`config.mk`:
```
export PLATFORM = sky130hd
export DESIGN_NAME = scaler_ctrl_flat
export DESIGN_NICKNAME = d
export VERILOG_FILES = /design/src/rtl/scaler_ctrl_if.sv /design/src/rtl/scaler_ctrl.sv /design/src/flat_wrapper.sv
export SDC_FILE = /design/constraint.sdc
export NUM_CORES = 1
export LEC_CHECK = 0
export ABC_AREA = 1
export CORE_MARGIN = 5
export CORE_UTILIZATION = 42
export CTS_CLUSTER_SIZE = 24
export DETAILED_ROUTE_END_ITERATION = 10
export MAX_ROUTING_LAYER = met4
export PLACE_DENSITY = 0.87
export SYNTH_ARGS = -nofsm -noshare
export SYNTH_HDL_FRONTEND = slang
export SYNTH_SLANG_ARGS = --single-unit
```
`constraint.sdc`:
```
create_clock -name i_clk -period 4.68 [get_ports i_clk]
set_input_delay 0.468 -clock i_clk [delete_from_list [all_inputs] [get_ports i_clk]]
set_output_delay 0.468 -clock i_clk [all_outputs]
set_load 0.005 [all_outputs]
```
`src/rtl/scaler_ctrl_if.sv`:
```
// Command, engine-stream and framebuffer signals of the scaler sequencer.
// Master drives commands and engine outputs; slave is the sequencer itself.
interface scaler_ctrl_if #(
    parameter int NUM_ENGINES = 4
);
    logic                        cmd_valid;
    logic                        cmd_ready;
    logic [2:0]                  cmd_op;
    logic                        cmd_abort;
    logic [NUM_ENGINES-1:0]      eng_rst_n;
    logic [NUM_ENGINES-1:0]      eng_done;
    logic [17*NUM_ENGINES-1:0]   eng_w_addr;
    logic [8*NUM_ENGINES-1:0]    eng_pixel;
    logic                        mem_we;
    logic [16:0]                 mem_w_addr;
    logic [7:0]                  mem_pixel;
    logic                        busy;
    logic                        done;
    logic                        error;
    logic [1:0]                  err_code;
    logic [2:0]                  active_op;
    logic [31:0]                 last_cycles;

    modport slave (
        input  cmd_valid, cmd_op, cmd_abort, eng_done, eng_w_addr, eng_pixel,
        output cmd_ready, eng_rst_n, mem_we, mem_w_addr, mem_pixel,
               busy, done, error, err_code, active_op, last_cycles
    );

    modport master (
        output cmd_valid, cmd_op, cmd_abort, eng_done, eng_w_addr, eng_pixel,
        input  cmd_ready, eng_rst_n, mem_we, mem_w_addr, mem_pixel,
               busy, done, error, err_code, active_op, last_cycles
    );
endinterface

```
`src/rtl/scaler_ctrl.sv`:
```
// Sequencer for scaling engines: reset-pulse selected engine, run it, mux its writes, report done/timeout/abort.
// Latency: accept at edge T, START cycle after T, engine released one edge later; NOP gives DONE the cycle after T.
// Backpressure: cmd_ready only in IDLE, commands while busy are dropped. SCALER_CTRL_PERF_EN adds a RUN-cycle counter.
module scaler_ctrl #(
    parameter int NUM_ENGINES    = 4,
    parameter int TIMEOUT_CYCLES = 100000,
    parameter int TO_W           = 17
) (
    input  logic         i_clk,
    input  logic         i_rst_n,
    scaler_ctrl_if.slave io_bus
);
    localparam int SEL_W = (NUM_ENGINES > 1) ? $clog2(NUM_ENGINES) : 1;

    typedef enum logic [1:0] {S_IDLE, S_START, S_RUN, S_FIN} state_t;

    state_t                 r_state;
    logic [SEL_W-1:0]       r_sel;
    logic [TO_W-1:0]        r_wdog;
    logic [NUM_ENGINES-1:0] r_eng_rst_n;
    logic                   r_mem_we;
    logic                   r_busy;
    logic                   r_done;
    logic                   r_error;
    logic [1:0]             r_err_code;
    logic [2:0]             r_active_op;

    logic                   w_op_legal;
    logic                   w_sel_done;
    logic [16:0]            w_addr;
    logic [7:0]             w_pixel;

    assign w_op_legal = (io_bus.cmd_op != 3'd0) && (int'(io_bus.cmd_op) <= NUM_ENGINES);
    assign w_sel_done = io_bus.eng_done[r_sel];

    always_ff @(posedge i_clk or negedge i_rst_n) begin
        if (!i_rst_n) begin
            r_state     <= S_IDLE;
            r_sel       <= '0;
            r_wdog      <= '0;
            r_eng_rst_n <= '0;
            r_mem_we    <= 1'b0;
            r_busy      <= 1'b0;
            r_done      <= 1'b0;
            r_error     <= 1'b0;
            r_err_code  <= 2'd0;
            r_active_op <= 3'd0;
        end else begin
            r_done <= 1'b0;
            if (r_state != S_IDLE && io_bus.cmd_abort) begin
                r_state     <= S_IDLE;
                r_eng_rst_n <= '0;
                r_mem_we    <= 1'b0;
                r_busy      <= 1'b0;
                r_error     <= 1'b1;
                r_err_code  <= 2'd3;
            end else begin
                case (r_state)
                    S_IDLE: begin
                        if (io_bus.cmd_valid) begin
                            r_active_op <= io_bus.cmd_op;
                            r_error     <= 1'b0;
                            r_err_code  <= 2'd0;
                            if (io_bus.cmd_op == 3'd0) begin
                                r_state <= S_FIN;
                                r_busy  <= 1'b1;
                                r_done  <= 1'b1;
                            end else if (w_op_legal) begin
                                r_state <= S_START;
                                r_busy  <= 1'b1;
                                r_sel   <= SEL_W'(io_bus.cmd_op - 3'd1);
                            end else begin
                                r_error    <= 1'b1;
                                r_err_code <= 2'd1;
                            end
                        end
                    end
                    S_START: begin
                        r_state     <= S_RUN;
                        r_wdog      <= '0;
                        r_eng_rst_n <= NUM_ENGINES'(1) << r_sel;
                        r_mem_we    <= 1'b1;
                    end
                    S_RUN: begin
                        if (w_sel_done) begin
                            r_state     <= S_FIN;
                            r_done      <= 1'b1;
                            r_eng_rst_n <= '0;
                            r_mem_we    <= 1'b0;
                        end else if (r_wdog == TO_W'(TIMEOUT_CYCLES - 1)) begin
                            r_state     <= S_IDLE;
                            r_eng_rst_n <= '0;
                            r_mem_we    <= 1'b0;
                            r_busy      <= 1'b0;
                            r_error     <= 1'b1;
                            r_err_code  <= 2'd2;
                        end else begin
                            r_wdog <= r_wdog + 1'b1;
                        end
                    end
                    S_FIN: begin
                        r_state <= S_IDLE;
                        r_busy  <= 1'b0;
                    end
                    default: r_state <= S_IDLE;
                endcase
            end
        end
    end

`ifdef SCALER_CTRL_PERF_EN
    logic [31:0] r_perf;
    logic [31:0] r_last;

    always_ff @(posedge i_clk or negedge i_rst_n) begin
        if (!i_rst_n) begin
            r_perf <= '0;
            r_last <= '0;
        end else begin
            case (r_state)
                S_IDLE: begin
                    r_perf <= '0;
                    if (io_bus.cmd_valid && io_bus.cmd_op == 3'd0)
                        r_last <= '0;
                end
                S_START: r_perf <= '0;
                S_RUN: begin
                    // The completing cycle itself is a RUN cycle, hence the +1 on load.
                    if (!io_bus.cmd_abort && w_sel_done)
                        r_last <= (r_perf == '1) ? '1 : r_perf + 32'd1;
                    else if (r_perf != '1)
                        r_perf <= r_perf + 32'd1;
                end
                default: ;
            endcase
        end
    end

    assign io_bus.last_cycles = r_last;
`else
    assign io_bus.last_cycles = '0;
`endif

    always_comb begin
        w_addr  = '0;
        w_pixel = '0;
        if (r_state == S_RUN) begin
            for (int i = 0; i < NUM_ENGINES; i++) begin
                if (r_sel == SEL_W'(i)) begin
                    w_addr  = io_bus.eng_w_addr[17*i +: 17];
                    w_pixel = io_bus.eng_pixel[8*i +: 8];
                end
            end
        end
    end

    assign io_bus.cmd_ready  = (r_state == S_IDLE);
    assign io_bus.eng_rst_n  = r_eng_rst_n;
    assign io_bus.mem_we     = r_mem_we;
    assign io_bus.mem_w_addr = w_addr;
    assign io_bus.mem_pixel  = w_pixel;
    assign io_bus.busy       = r_busy;
    // An abort landing in FIN suppresses the already-registered completion pulse.
    assign io_bus.done       = r_done & ~io_bus.cmd_abort;
    assign io_bus.error      = r_error;
    assign io_bus.err_code   = r_err_code;
    assign io_bus.active_op  = r_active_op;
endmodule

```
`src/flat_wrapper.sv`:
```
// flat-port wrapper written by rule: the top's interface ports become plain ports
module scaler_ctrl_flat 
#(
    parameter int NUM_ENGINES    = 4,
    parameter int TIMEOUT_CYCLES = 100000,
    parameter int TO_W           = 17
)
  (i_clk, i_rst_n, io_bus_cmd_valid, io_bus_cmd_op, io_bus_cmd_abort, io_bus_eng_done, io_bus_eng_w_addr, io_bus_eng_pixel, io_bus_cmd_ready, io_bus_eng_rst_n, io_bus_mem_we, io_bus_mem_w_addr, io_bus_mem_pixel, io_bus_busy, io_bus_done, io_bus_error, io_bus_err_code, io_bus_active_op, io_bus_last_cycles);
  scaler_ctrl_if #(.NUM_ENGINES(NUM_ENGINES)) io_bus_i ();
  input  logic i_clk;
  input  logic i_rst_n;
  input wire logic [$bits(io_bus_i.cmd_valid)-1:0] io_bus_cmd_valid;
  input wire logic [$bits(io_bus_i.cmd_op)-1:0] io_bus_cmd_op;
  input wire logic [$bits(io_bus_i.cmd_abort)-1:0] io_bus_cmd_abort;
  input wire logic [$bits(io_bus_i.eng_done)-1:0] io_bus_eng_done;
  input wire logic [$bits(io_bus_i.eng_w_addr)-1:0] io_bus_eng_w_addr;
  input wire logic [$bits(io_bus_i.eng_pixel)-1:0] io_bus_eng_pixel;
  output wire logic [$bits(io_bus_i.cmd_ready)-1:0] io_bus_cmd_ready;
  output wire logic [$bits(io_bus_i.eng_rst_n)-1:0] io_bus_eng_rst_n;
  output wire logic [$bits(io_bus_i.mem_we)-1:0] io_bus_mem_we;
  output wire logic [$bits(io_bus_i.mem_w_addr)-1:0] io_bus_mem_w_addr;
  output wire logic [$bits(io_bus_i.mem_pixel)-1:0] io_bus_mem_pixel;
  output wire logic [$bits(io_bus_i.busy)-1:0] io_bus_busy;
  output wire logic [$bits(io_bus_i.done)-1:0] io_bus_done;
  output wire logic [$bits(io_bus_i.error)-1:0] io_bus_error;
  output wire logic [$bits(io_bus_i.err_code)-1:0] io_bus_err_code;
  output wire logic [$bits(io_bus_i.active_op)-1:0] io_bus_active_op;
  output wire logic [$bits(io_bus_i.last_cycles)-1:0] io_bus_last_cycles;
  assign io_bus_i.cmd_valid = io_bus_cmd_valid;
  assign io_bus_i.cmd_op = io_bus_cmd_op;
  assign io_bus_i.cmd_abort = io_bus_cmd_abort;
  assign io_bus_i.eng_done = io_bus_eng_done;
  assign io_bus_i.eng_w_addr = io_bus_eng_w_addr;
  assign io_bus_i.eng_pixel = io_bus_eng_pixel;
  assign io_bus_cmd_ready = io_bus_i.cmd_ready;
  assign io_bus_eng_rst_n = io_bus_i.eng_rst_n;
  assign io_bus_mem_we = io_bus_i.mem_we;
  assign io_bus_mem_w_addr = io_bus_i.mem_w_addr;
  assign io_bus_mem_pixel = io_bus_i.mem_pixel;
  assign io_bus_busy = io_bus_i.busy;
  assign io_bus_done = io_bus_i.done;
  assign io_bus_error = io_bus_i.error;
  assign io_bus_err_code = io_bus_i.err_code;
  assign io_bus_active_op = io_bus_i.active_op;
  assign io_bus_last_cycles = io_bus_i.last_cycles;
  scaler_ctrl #(.NUM_ENGINES(NUM_ENGINES), .TIMEOUT_CYCLES(TIMEOUT_CYCLES), .TO_W(TO_W)) u_core (.i_clk(i_clk), .i_rst_n(i_rst_n), .io_bus(io_bus_i));
endmodule
```
### After elaboration in Yosys (flattened, before gate mapping)

Cells that the tools add are included.

| storage, ports and cells | value |
|---|---|
| flip-flop bits (word level) | 34 |
| bits in latches | 0 |
| RAM bits | 0 |
| ROM bits | 0 |
| output and inout bits | 71 |
| logic and storage cells | 106 |
| memories | 0 |

| operators by class | value |
|---|---|
| add/subtract/negate cells | 2 |
| $mul | 0 |
| div/mod/pow operators | 0 |
| magnitude comparators | 2 |
| equality and inequality tests | 14 |
| shifts and indexed selects | 1 |
| multiplexer cells | 55 |
| bitwise gates (word level) | 4 |
| reductions and logical operators | 18 |

Operators with widths:

| kind | number |
|---|---|
| $mux 17 | 7 |
| $mux 8 | 5 |
| $pmux 17 s2 | 1 |
| $mux 2 | 11 |
| $mux 1 | 20 |
| $add 17x1->17 const B | 1 |
| $eq 17x17->1 const B | 1 |
| $mux 4 | 3 |
| $reduce_and 5->1 | 2 |
| $reduce_bool 3->1 | 3 |
| $eq 2x2->1 const B | 4 |
| $ne 4x1->1 const B | 2 |
| $pmux 2 s4 | 1 |
| $pmux 4 s2 | 1 |
| $reduce_and 4->1 | 2 |
| $pmux 1 s2 | 3 |
| $reduce_and 3->1 | 2 |
| $eq 2x1->1 const B | 2 |
| $logic_not 2->1 | 2 |
| $ne 2x2->1 const B | 2 |
| $pmux 2 s2 | 1 |
| $reduce_bool 2->1 | 2 |
| $reduce_bool 4->1 | 1 |
| $shl 1x2->4 const A | 1 |
| other kinds (13) | 16 |

### Depth between registers and ports, before layout

Gate-level depths: netlist (run 1).

| depth | value |
|---|---|
| depth after elaboration | 7 |
| depth in mapped cells | 11 |

### Worst setup path before layout (run 1)

Ideal clock, no wire load.

| path | value |
|---|---|
| path kind | register to output |
| start | register u_core.r_state[0] |
| end | output port io_bus_mem_pixel[5] |
| data arrival time | 1.314 ns |
| data required time | 4.212 ns |
| slack | 2.898 ns |
| cell stages (with the launch flop) | 7 |
| path buffers | 2 |
| cells stage by stage | dfrtp_1 inv_1 ha_1 buf_6 clkbuf_1 o21ai_0 a21oi_1 |

| on the way | value |
|---|---|
| word-level cells in the longest chain between the ends | 2 |

RTL lines:

| item | line | text |
|---|---|---|
| start, declared | scaler_ctrl.sv:17 | `state_t r_state;` |
| start signal, assigned | scaler_ctrl.sv:38 | `r_state <= S_IDLE;` |
| start signal, assigned | scaler_ctrl.sv:51 | `r_state <= S_IDLE;` |
| start signal, assigned | scaler_ctrl.sv:65 | `r_state <= S_FIN;` |
| $eq 2x2->1 | scaler_ctrl.sv:147 | `if (r_state == S_RUN) begin` |
| $mux 8 | scaler_ctrl.sv:147 |  |
| end, declared | flat_wrapper.sv:22 | `output wire logic [$bits(io_bus_i.mem_pixel)-1:0] io_bus_mem_pixel;` |

No other way between the ends.

### Worst setup path after layout (run 1)

| path | value |
|---|---|
| start | register u_core.r_sel[0] |
| end | output port io_bus_mem_pixel[2] |

| on the way | value |
|---|---|
| word-level cells in the longest chain between the ends | 6 |
| elaborated cells on any way between the ends | 9 |
| classes of those cells | eq/ne: 3; mux: 5; reduce/logical: 1 |

RTL lines:

| item | line | text |
|---|---|---|
| start, declared | scaler_ctrl.sv:18 | `logic [SEL_W-1:0] r_sel;` |
| start signal, assigned | scaler_ctrl.sv:71 | `r_sel <= SEL_W'(io_bus.cmd_op - 3'd1);` |
| $logic_not 2->1 | scaler_ctrl.sv:149 | `if (r_sel == SEL_W'(i)) begin` |
| $mux 8 (3 in a row) | scaler_ctrl.sv:149 |  |
| $mux 8 (*) | scaler_ctrl.sv:149 |  |
| $mux 8 (*) | scaler_ctrl.sv:147 |  |

Every way passes the cells marked *; elsewhere a longest branch is shown, timed or not.

==> results of run 1 <==
-- layout by cell type (no fill, tap or decap), types with 8 or more instances in the layout --
cell,count
nand2_1,156
clkdlybuf4s50_1,149
nor2_1,58
inv_1,42
dfrtp_1,34
conb_1,32
nand3_1,31
o21ai_0,24
nand2_2,15
nand4_1,13
o211ai_1,13
a21oi_1,11
o221ai_1,10
xor2_1,10
ha_1,8
-- cell usage after synthesis --
cell type	n	share of area, %
nor3b_1	1	0.23
xor2_1	10	2.7
ha_1	8	3.1
o21bai_1	2	0.46
buf_4	34	7.9
nor3_1	2	0.31
or2_2	2	0.39
clkbuf_1	10	1.2
nor2_1	58	6.7
buf_1	1	0.12
o22ai_1	1	0.19
inv_1	42	4.9
nand2_1	156	18
o221ai_1	10	2.7
o21a_1	1	0.23
buf_6	1	0.35
clkbuf_2	1	0.15
nor2_2	2	0.39
nand2_4	4	1.4
nand3b_1	1	0.23
conb_1	1	0.12
buf_12	1	0.62
buf_2	3	0.46
dfrtp_1	34	26
a21oi_2	1	0.27
nand3_1	31	4.8
inv_2	5	0.58
o211ai_1	13	3.0
nand3_2	2	0.62
a21oi_1	11	1.7
nand4_1	13	2.5
a21oi_4	1	0.50
nand2_2	15	2.9
o21ai_0	24	3.7
-- report_power, final --
part | switching [mW] | internal, mW
combinational | 0.725 | 0.560
sequential | 0.0867 | 0.369
clock | 0.111 | 0.118
total | 0.923 | 1.05
-- critical path: stages (launching register included) --
cell,delay (ps)
dfrtp_1,720
nand2_1,510
inv_2,440
nand2_1,90
a21oi_1,190
clkdlybuf4s50_1,560
-- metrics by stage --
| step | area, um^2 | setup WS (ps) |
|---|---|---|
| after CTS | 4727 | 1456 |
| after floorplan | 3346 | 2898 |
| after global placement | 4632 | 1869 |
| after detailed placement | 4632 | 1793 |
| final | 4727 | 1405 |
| after global routing | 4727 | 1189 |
-- registers in the layout, indices dropped and copies added, names as in the netlist --
register / flops
u_core.r_wdog: 17
u_core.io_bus.eng_rst_n: 4
u_core.io_bus.active_op: 3
u_core.io_bus.err_code: 2
u_core.r_sel: 2
u_core.r_state: 2
u_core.io_bus.busy: 1
u_core.io_bus.error: 1
u_core.io_bus.mem_we: 1
u_core.r_done: 1
-- routing by layer --
layer,track usage (%),vias up
li1,-,1828
met1,23.68,1687
met2,39.17,179
met3,5.528,48
met4,10.86,0
met5,-,-
-- worst max path at each step --
stage / slack (ps) / endpoint / from
2_1_floorplan: 2900 / io_bus_mem_pixel[5] / u_core.r_state[0]$_DFFE_PN0P_
3_3_place_gp: 1870 / io_bus_mem_pixel[5] / u_core.r_sel[0]$_DFFE_PN0P_
3_5_place_dp: 1790 / io_bus_mem_pixel[5] / u_core.r_sel[0]$_DFFE_PN0P_
4_1_cts: 1460 / io_bus_mem_pixel[2] / u_core.r_sel[0]$_DFFE_PN0P_
5_1_grt: 1190 / io_bus_mem_pixel[5] / u_core.r_sel[0]$_DFFE_PN0P_
6_report: 1400 / io_bus_mem_pixel[2] / u_core.r_sel[0]$_DFFE_PN0P_
-- cells by family (layout without fill, tap and decap cells) --
| group | Yosys count | count (layout) | share of synthesized area [%] |
|---|---|---|---|
| and+or+nand+nor | 287 | 287 | 38.67 |
| buffers and inverters | 98 | 206 | 16.23 |
| AOI/OAI and AO/OA | 64 | 64 | 12.82 |
| DFF | 34 | 34 | 26.35 |
| xor gates and xnor gates | 10 | 10 | 2.712 |
| adders and majority gates | 8 | 8 | 3.100 |
| other | 1 | 32 | 0.1161 |
-- layout make-up --
| type | instances | area, um^2 | share of cell area, % |
|---|---|---|---|
| tap | 102 | 127.6 | 2.700 |
| clock buffer | 6 | 82.58 | 1.747 |
| timing repair buffer | 151 | 1506 | 31.87 |
| clock inverter | 2 | 12.51 | 0.2647 |
| multi-input combinational | 401 | 1971 | 41.69 |
| sequential | 34 | 850.8 | 18.00 |
| inverter | 47 | 176.4 | 3.732 |
==> results.ini, run 1 <==
[clock_network]
post_cts_resized=0
clk_latency_ps=290
clk_pin_slew_ps=80
clock-sinks=34
cts_hold_buf=0
clock_path_buffers=2
cts_tree=yes
post_cts_buffers=0
cts_made_buffers=5
root_buffer=clkbuf_8
htree_levels=2

[route]
num_vias=3742
wl_met3_um=756
wl_met1_um=3866
wl_met2_um=5494
drcViolationCount=0
maxUsedRoutingLayer=met4
route.antenna.remaining_nets=0
drt_wl_total_um=10630
drt-wirelength-per-cell_um=14.31
drtIter0Drc=252
drt-pass1-iter-count=5
vias_per_cell=5.036

[finish]
nNetsFinal=759
fin_util_pct=62.14
nFillCells=650
drive_above_1_share_pct=6.552
antenna_cells=0
fin_cells=743
area_delta_synth_final_pct=46.38

[grt]
grt_pass1_wl_um=17260
grt_max_degree=35
grt_pass1_vias=3726
grt_util_all_layers_pct=22.46
grt_overflow=0
antenna_found_initial=0

[sta]
relSlewSlack_pct=58.31
layout_min_cycle_time_ps=3275
fin_crit_sh_pct=69.98
fin_hold_ws_ps=472.5
skew_ps=13.38
finalHoldViolations=0
fmax_mhz=305.3
rsz0062_at_grt=no
fin_tns_setup_ps=0
tightest_slew_ps=625.3
slew_violations=0
finalSetupViolations=0

[setup_path]
cp-end-kind=output pin
cp_data_required_time_ps=4210
rr_startpoint=u_core.r_state[0]$_DFFE_PN0P_
reg2reg_slack_ps=2120
reg2reg_depth=8
arrival_ps=2810
crit_type=reg -> out
r2r-end=u_core.r_wdog[7]$_DFFE_PN0P_
worstPathMaxFanout=22
cp-start-kind=flop

[synth]
ys_warn_count=0
avgSynthCellArea_um2=6.433
seq_area_frac_synth_pct=26.35
syn_area_mm2=0.003229
ys_ff_latch=34
syn_inst=502
ys_types=34

[floorplan]
die_w_um=97.69
design.core.area_mm2=0.007607
start_util_pct=42.45
die_area_mm2=0.009542
die_h_um=97.69
io_pins=182
rows=32

[pwr]
peakVddDrop_uv=257.9
p_per_area_mw_per_mm2=416.8
power_mw=1.970
total_leakage_power_nw=2.221

[hold_path]
hold_path_end=u_core.io_bus.err_code[1]$_DFFE_PN0P_
holdCritPathClass=reg -> reg
worstHoldStart=u_core.io_bus.err_code[1]$_DFFE_PN0P_
min_path_cells=2

[placed_design]
place_congestion=1.012
portBuffers=149
placedCellCount=735
dpl.hpwl_um=8690

[job]
max-cap-violations=0

[run_status]
status=finished, final reports clean

Power figures use the tool's default switching activity.
==> run 2: changes to the inputs <==
CORE_UTILIZATION = 36   (was 42)
PLACE_DENSITY = 0.79   (was 0.87)
clock period = 2.95 ns   (was 4.68 ns; I/O delays follow)
==> run 2 against run 1 <==
  * Sequential cell count unchanged
  * Clock skew decreased by 9.8 ps
  * Sequential power increased by 55%
  * Register-to-register slack worse by 1600 ps
  * Final cell count up 1.3%
  * Non-clock buffer count up 4
==> results.ini, run 2 (synthesis results as in run 1) <==
[run_status]
status=finished, final reports clean

[setup_path]
startpoint=u_core.r_sel[1]$_DFFE_PN0P_
crit_type=reg -> out
arrival_ps=2400
cp_data_required_time_ps=2650
cp-end-kind=output pin
path_cells=inv_2, nand2_1, inv_1, nand2_1, nand3_1, o211ai_1, inv_1, clkdlybuf4s50_1
cp-start-kind=flop
worstPathMaxFanout=18
crit_path_max_incr_delay_ps=580
rr_startpoint=u_core.r_state[0]$_DFFE_PN0P_
cp_slowest_cell=dfrtp_1

[floorplan]
design.core.area_mm2=0.008721
die_h_um=104.7
die_w_um=104.7
die_area_mm2=0.01096
start_util_pct=37.03
io_pins=182
rows=34

[finish]
fin_util_pct=55.18
final_common_cell=nand2_1
drive_above_1_share_pct=7.132
largest_reg_flops=17
nNetsFinal=763
fin_cells=753
area_delta_synth_final_pct=49.01
layout_common_cells=156 x nand2_1, 149 x clkdlybuf4s50_1, 58 x nor2_1, 42 x inv_1, 34 x dfrtp_1
antenna_cells=0
top_register=u_core.r_wdog

[sta]
finalSetupViolations=0
relSlewSlack_pct=58.34
fin_crit_sh_pct=91.49
fin_hold_ws_ps=411.5
layout_min_cycle_time_ps=2699
fin_tns_setup_ps=0
finalHoldViolations=0
skew_ps=3.573
setup_slack_ps=251.2
slew_violations=0
tightest_slew_ps=625.0
rsz0062_at_grt=no
fmax_mhz=370.5

[clock_network]
post_cts_resized=0
htree_levels=2
cts_hold_buf=0
clk_latency_ps=290
post_cts_buffers=0
clock-sinks=34
clock_path_buffers=2
clk_pin_slew_ps=70
cts_tree=yes
cts_made_buffers=5
root_buffer=clkbuf_8

[pwr]
clkPwrFrac_pct=16.2
p_comb_share_pct=62.7
total_leakage_power_nw=2.264
internal-power_mw=1.867
switching_share_pct=44.30
p_per_area_mw_per_mm2=696.7
p_switching_mw=1.485
peakVddDrop_uv=305.4
seq_power_share_pct=21.2

[job]
max-cap-violations=0

[route]
drt-pass1-iter-count=5
drt-wirelength-per-cell_um=14.07
num_vias=3732
drcViolationCount=0
vias_per_cell=4.956
drtIter0Drc=206
route.antenna.remaining_nets=0
drt_wl_total_um=10590

[grt]
grt_max_degree=35
grt_util_all_layers_pct=19.47
antenna_found_initial=0
grt_pass1_wl_um=17420
grt_pass1_vias=3661
grt_overflow=0

[placed_design]
portBuffers=149
dpl.hpwl_um=8760
place_congestion=0.9636
pre_cts_ws_ps=594.2
placedCellCount=745

[hold_path]
holdCritPathClass=in -> async

-- run 2: final timing paths --
| check | depth (start not counted) | slack (ps) | to |
|---|---|---|---|
| max | 8 | 250 | io_bus_mem_w_addr[2] |
| min | 2 | 410 | u_core.r_done$_DFF_PN0_ |
| max reg2reg | 8 | 570 | u_core.r_wdog[12]$_DFFE_PN0P_ |
| min reg2reg | 2 | 480 | u_core.io_bus.err_code[1]$_DFFE_PN0P_ |
| max in group asynchronous | 2 | 2230 | u_core.r_wdog[6]$_DFFE_PN0P_ |
| min in group i_clk | 2 | 480 | u_core.io_bus.err_code[1]$_DFFE_PN0P_ |
-- run 2: critical path, delay by kind of cell, from the launching register on --
family,cells,cell delay [ps]
buffers and inverters,4,1160
flip-flops,1,580
AND/OR/NAND/NOR,3,270
AO/OA/AOI/OAI,1,90
-- run 2: cell type report --
cell class,instances,area [um^2]
repair buffers,155,1536
fillers,822,3909
inverters,47,176.4
flip-flops and latches,34,850.8
well taps,108,135.1
multi-input cells,401,1971
clock buffers,6,82.58
clock inverters,2,60.06
-- run 2: power by group through the flow --
| stage | Combinational (mW) | Clock (mW) | Sequential [mW] |
|---|---|---|---|
| 6_report | 2.10 | 0.543 | 0.709 |
| 4_1_cts | 2.11 | 0.558 | 0.708 |
| 3_5_place_dp | 2.10 | 0 | 0.716 |
| 5_1_grt | 2.35 | 0.572 | 0.726 |
| 2_1_floorplan | 1.37 | 0 | 0.670 |
| 3_3_place_gp | 2.07 | 0 | 0.712 |
-- run 2: per-layer routing --
metal	share of wire (%)	vias up	track usage [%]	wire, um
met2	53	157	35.11	5643
met4	2.1	0	4.749	221
met3	6.3	20	3.822	664
li1	-	1838	-	-
met1	38	1717	22.12	4062
met5	0	-	-	0
-- run 2: stage by stage --
step,instance area [um^2],total power [mW]
floorplan,3346,2.044
global placement,4669,2.786
detailed placement,4669,2.820
CTS,4812,3.378
global route,4812,3.645
finish,4812,3.353
==> run 3: changes to the inputs <==
CORE_MARGIN = unset   (was 5)
CORE_UTILIZATION = 39   (was 36)
clock period = 2.99 ns   (was 2.95 ns; I/O delays follow)
==> run 3 against run 2 <==
  * Worst setup slack got worse by 15 ps
  * Sequential power grew 1%
  * Worst hold slack got worse by 8.0 ps
  * Wire length decreased by 3.6%
  * Cell area decreased by 1.3%
  * Critical path type unchanged
  * Largest cell class unchanged
  * Highest routed layer unchanged
==> results.ini, run 3 (synthesis results as in run 1) <==
[setup_path]
cp_slowest_cell=dfrtp_1
arrival_ps=2450
reg2reg_depth=8
critPathBufInv=2
cp-end-kind=output pin
cp_data_required_time_ps=2690
cp-start-kind=flop
crit_type=reg -> out
cp.depth=6
crit_path_max_incr_delay_ps=720
worstPathMaxFanout=21
path_cells=nor2_1, inv_1, o22ai_1, o21bai_1, a21oi_1, clkdlybuf4s50_1
critPathTopFamily=buffers and inverters

[floorplan]
io_pins=182
start_util_pct=41.15
die_w_um=93.00
die_h_um=93.00
design.core.area_mm2=0.007848
rows=32
die_area_mm2=0.008648

[pwr]
clkPwrFrac_pct=11.8
total_leakage_power_nw=2.235
p_comb_share_pct=65.2
p_per_area_mw_per_mm2=655.9
internal-power_mw=1.660
p_switching_mw=1.455
power_mw=3.115
switching_share_pct=46.70
seq_power_share_pct=23.1
peakVddDrop_uv=283.9

[clock_network]
root_buffer=clkbuf_8
clk_latency_ps=300
clk_pin_slew_ps=70
post_cts_buffers=0
clock_path_buffers=2
cts_hold_buf=0
htree_levels=2
clock-sinks=34
cts_tree=yes
post_cts_resized=0
cts_made_buffers=5

[finish]
largest_reg_flops=17
finalInstanceArea_mm2=0.004750
nNetsFinal=762
drive_above_1_share_pct=6.988
top_register=u_core.r_wdog
seq_area_um2=850.8
layout_common_cells=156 x nand2_1, 149 x clkdlybuf4s50_1, 58 x nor2_1, 42 x inv_1, 34 x dfrtp_1
nFillCells=731
multiInputGateArea_mm2=0.001971
final_common_cell=nand2_1
antenna_cells=0
area_delta_synth_final_pct=47.07

[sta]
slew_violations=0
finalSetupViolations=0
skew_ps=6.285
rsz0062_at_grt=no
fin_tns_setup_ps=0
layout_min_cycle_time_ps=2754
tightest_slew_ps=595.5
fin_crit_sh_pct=92.10
relSlewSlack_pct=60.30
finalHoldViolations=0
fmax_mhz=363.1

[grt]
antenna_found_initial=0
grt_pass1_wl_um=16210
grt_overflow=0
grt_max_degree=35
grt_pass1_vias=3549
grt_util_all_layers_pct=24.31

[route]
drt-wirelength-per-cell_um=13.69
drt_wl_total_um=10210
num_vias=3656
drcViolationCount=0
drtIter0Drc=140
drt-pass1-iter-count=4
route.antenna.remaining_nets=0
vias_per_cell=4.901

[placed_design]
dpl.hpwl_um=8299
portBuffers=149
placed_area_mm2=0.004654
place_congestion=0.9288

[job]
max-cap-violations=0

[run_status]
status=finished, final reports clean

[hold_path]
holdCritPathClass=in -> async

## run 3: cell types whose count changed in the layout (fill, tap and decap cells not counted), sizes merged
cell      delta
buf          -1
bufinv       -2
clkinv       +1
clkinvlp     +1
## run 3: path summary, 6_finish.rpt
path                                                          endpoint                        startpoint  slack (ps)
worst min register to register        u_core.io_bus.mem_we$_DFFE_PN0P_  u_core.io_bus.mem_we$_DFFE_PN0P_         480
worst max-delay path                               io_bus_mem_pixel[5]       u_core.r_sel[0]$_DFFE_PN0P_         240
min in group i_clk                    u_core.io_bus.mem_we$_DFFE_PN0P_  u_core.io_bus.mem_we$_DFFE_PN0P_         480
worst max register to register           u_core.r_wdog[13]$_DFFE_PN0P_     u_core.r_state[0]$_DFFE_PN0P_         710
max in group asynchronous       u_core.io_bus.active_op[0]$_DFFE_PN0P_                           i_rst_n        2280
worst min-delay path                     u_core.r_wdog[10]$_DFFE_PN0P_                           i_rst_n         400
## run 3: per-stage QoR
step	util [%]	setup slack [ps]	hold WS, ps	instances
6_report	60.52	236.1	403.4	746
5_1_grt	60.52	70.21	450.1	746
4_1_cts	60.52	255.3	430.4	746
3_5_place_dp	59.31	589.1	463.1	738
3_3_place_gp	59.31	625.7	454.5	738
2_1_floorplan	-	1291	3.409	533
## run 3: worst reg2reg max path, stage by stage, from the launching register on
cell     delay, ps
dfrtp_1        450
inv_1           90
ha_1           350
inv_2          230
buf_4          290
nand2_4         90
a21oi_2        490
nand2_1        140
nand2_2         90
## run 3: layout make-up
type	instances	area share (%)
clock buffers	6	1.739
clock inverters	2	0.2634
inverters	47	3.714
multi-input cells	401	41.49
flip-flops and latches	34	17.91
well taps	102	2.687
repair buffers	154	32.19
## run 3: metal layers
| metal | share of wire (%) | global-route usage [%] | vias to the layer above |
|---|---|---|---|
| li1 | - | - | 1833 |
| met3 | 6.3 | 4.634 | 20 |
| met4 | 2.6 | 7.692 | 0 |
| met1 | 39 | 26.44 | 1656 |
| met5 | 0 | - | - |
| met2 | 52 | 44.49 | 147 |
## run 3: power by group through the flow
stage,clock (mW),combinational [mW],sequential [mW]
after floorplan,0,1.36,0.661
after global placement,0,1.99,0.717
after detailed placement,0,2.04,0.725
after CTS,0.369,2.04,0.718
after global routing,0.388,2.26,0.739
final,0.366,2.03,0.718
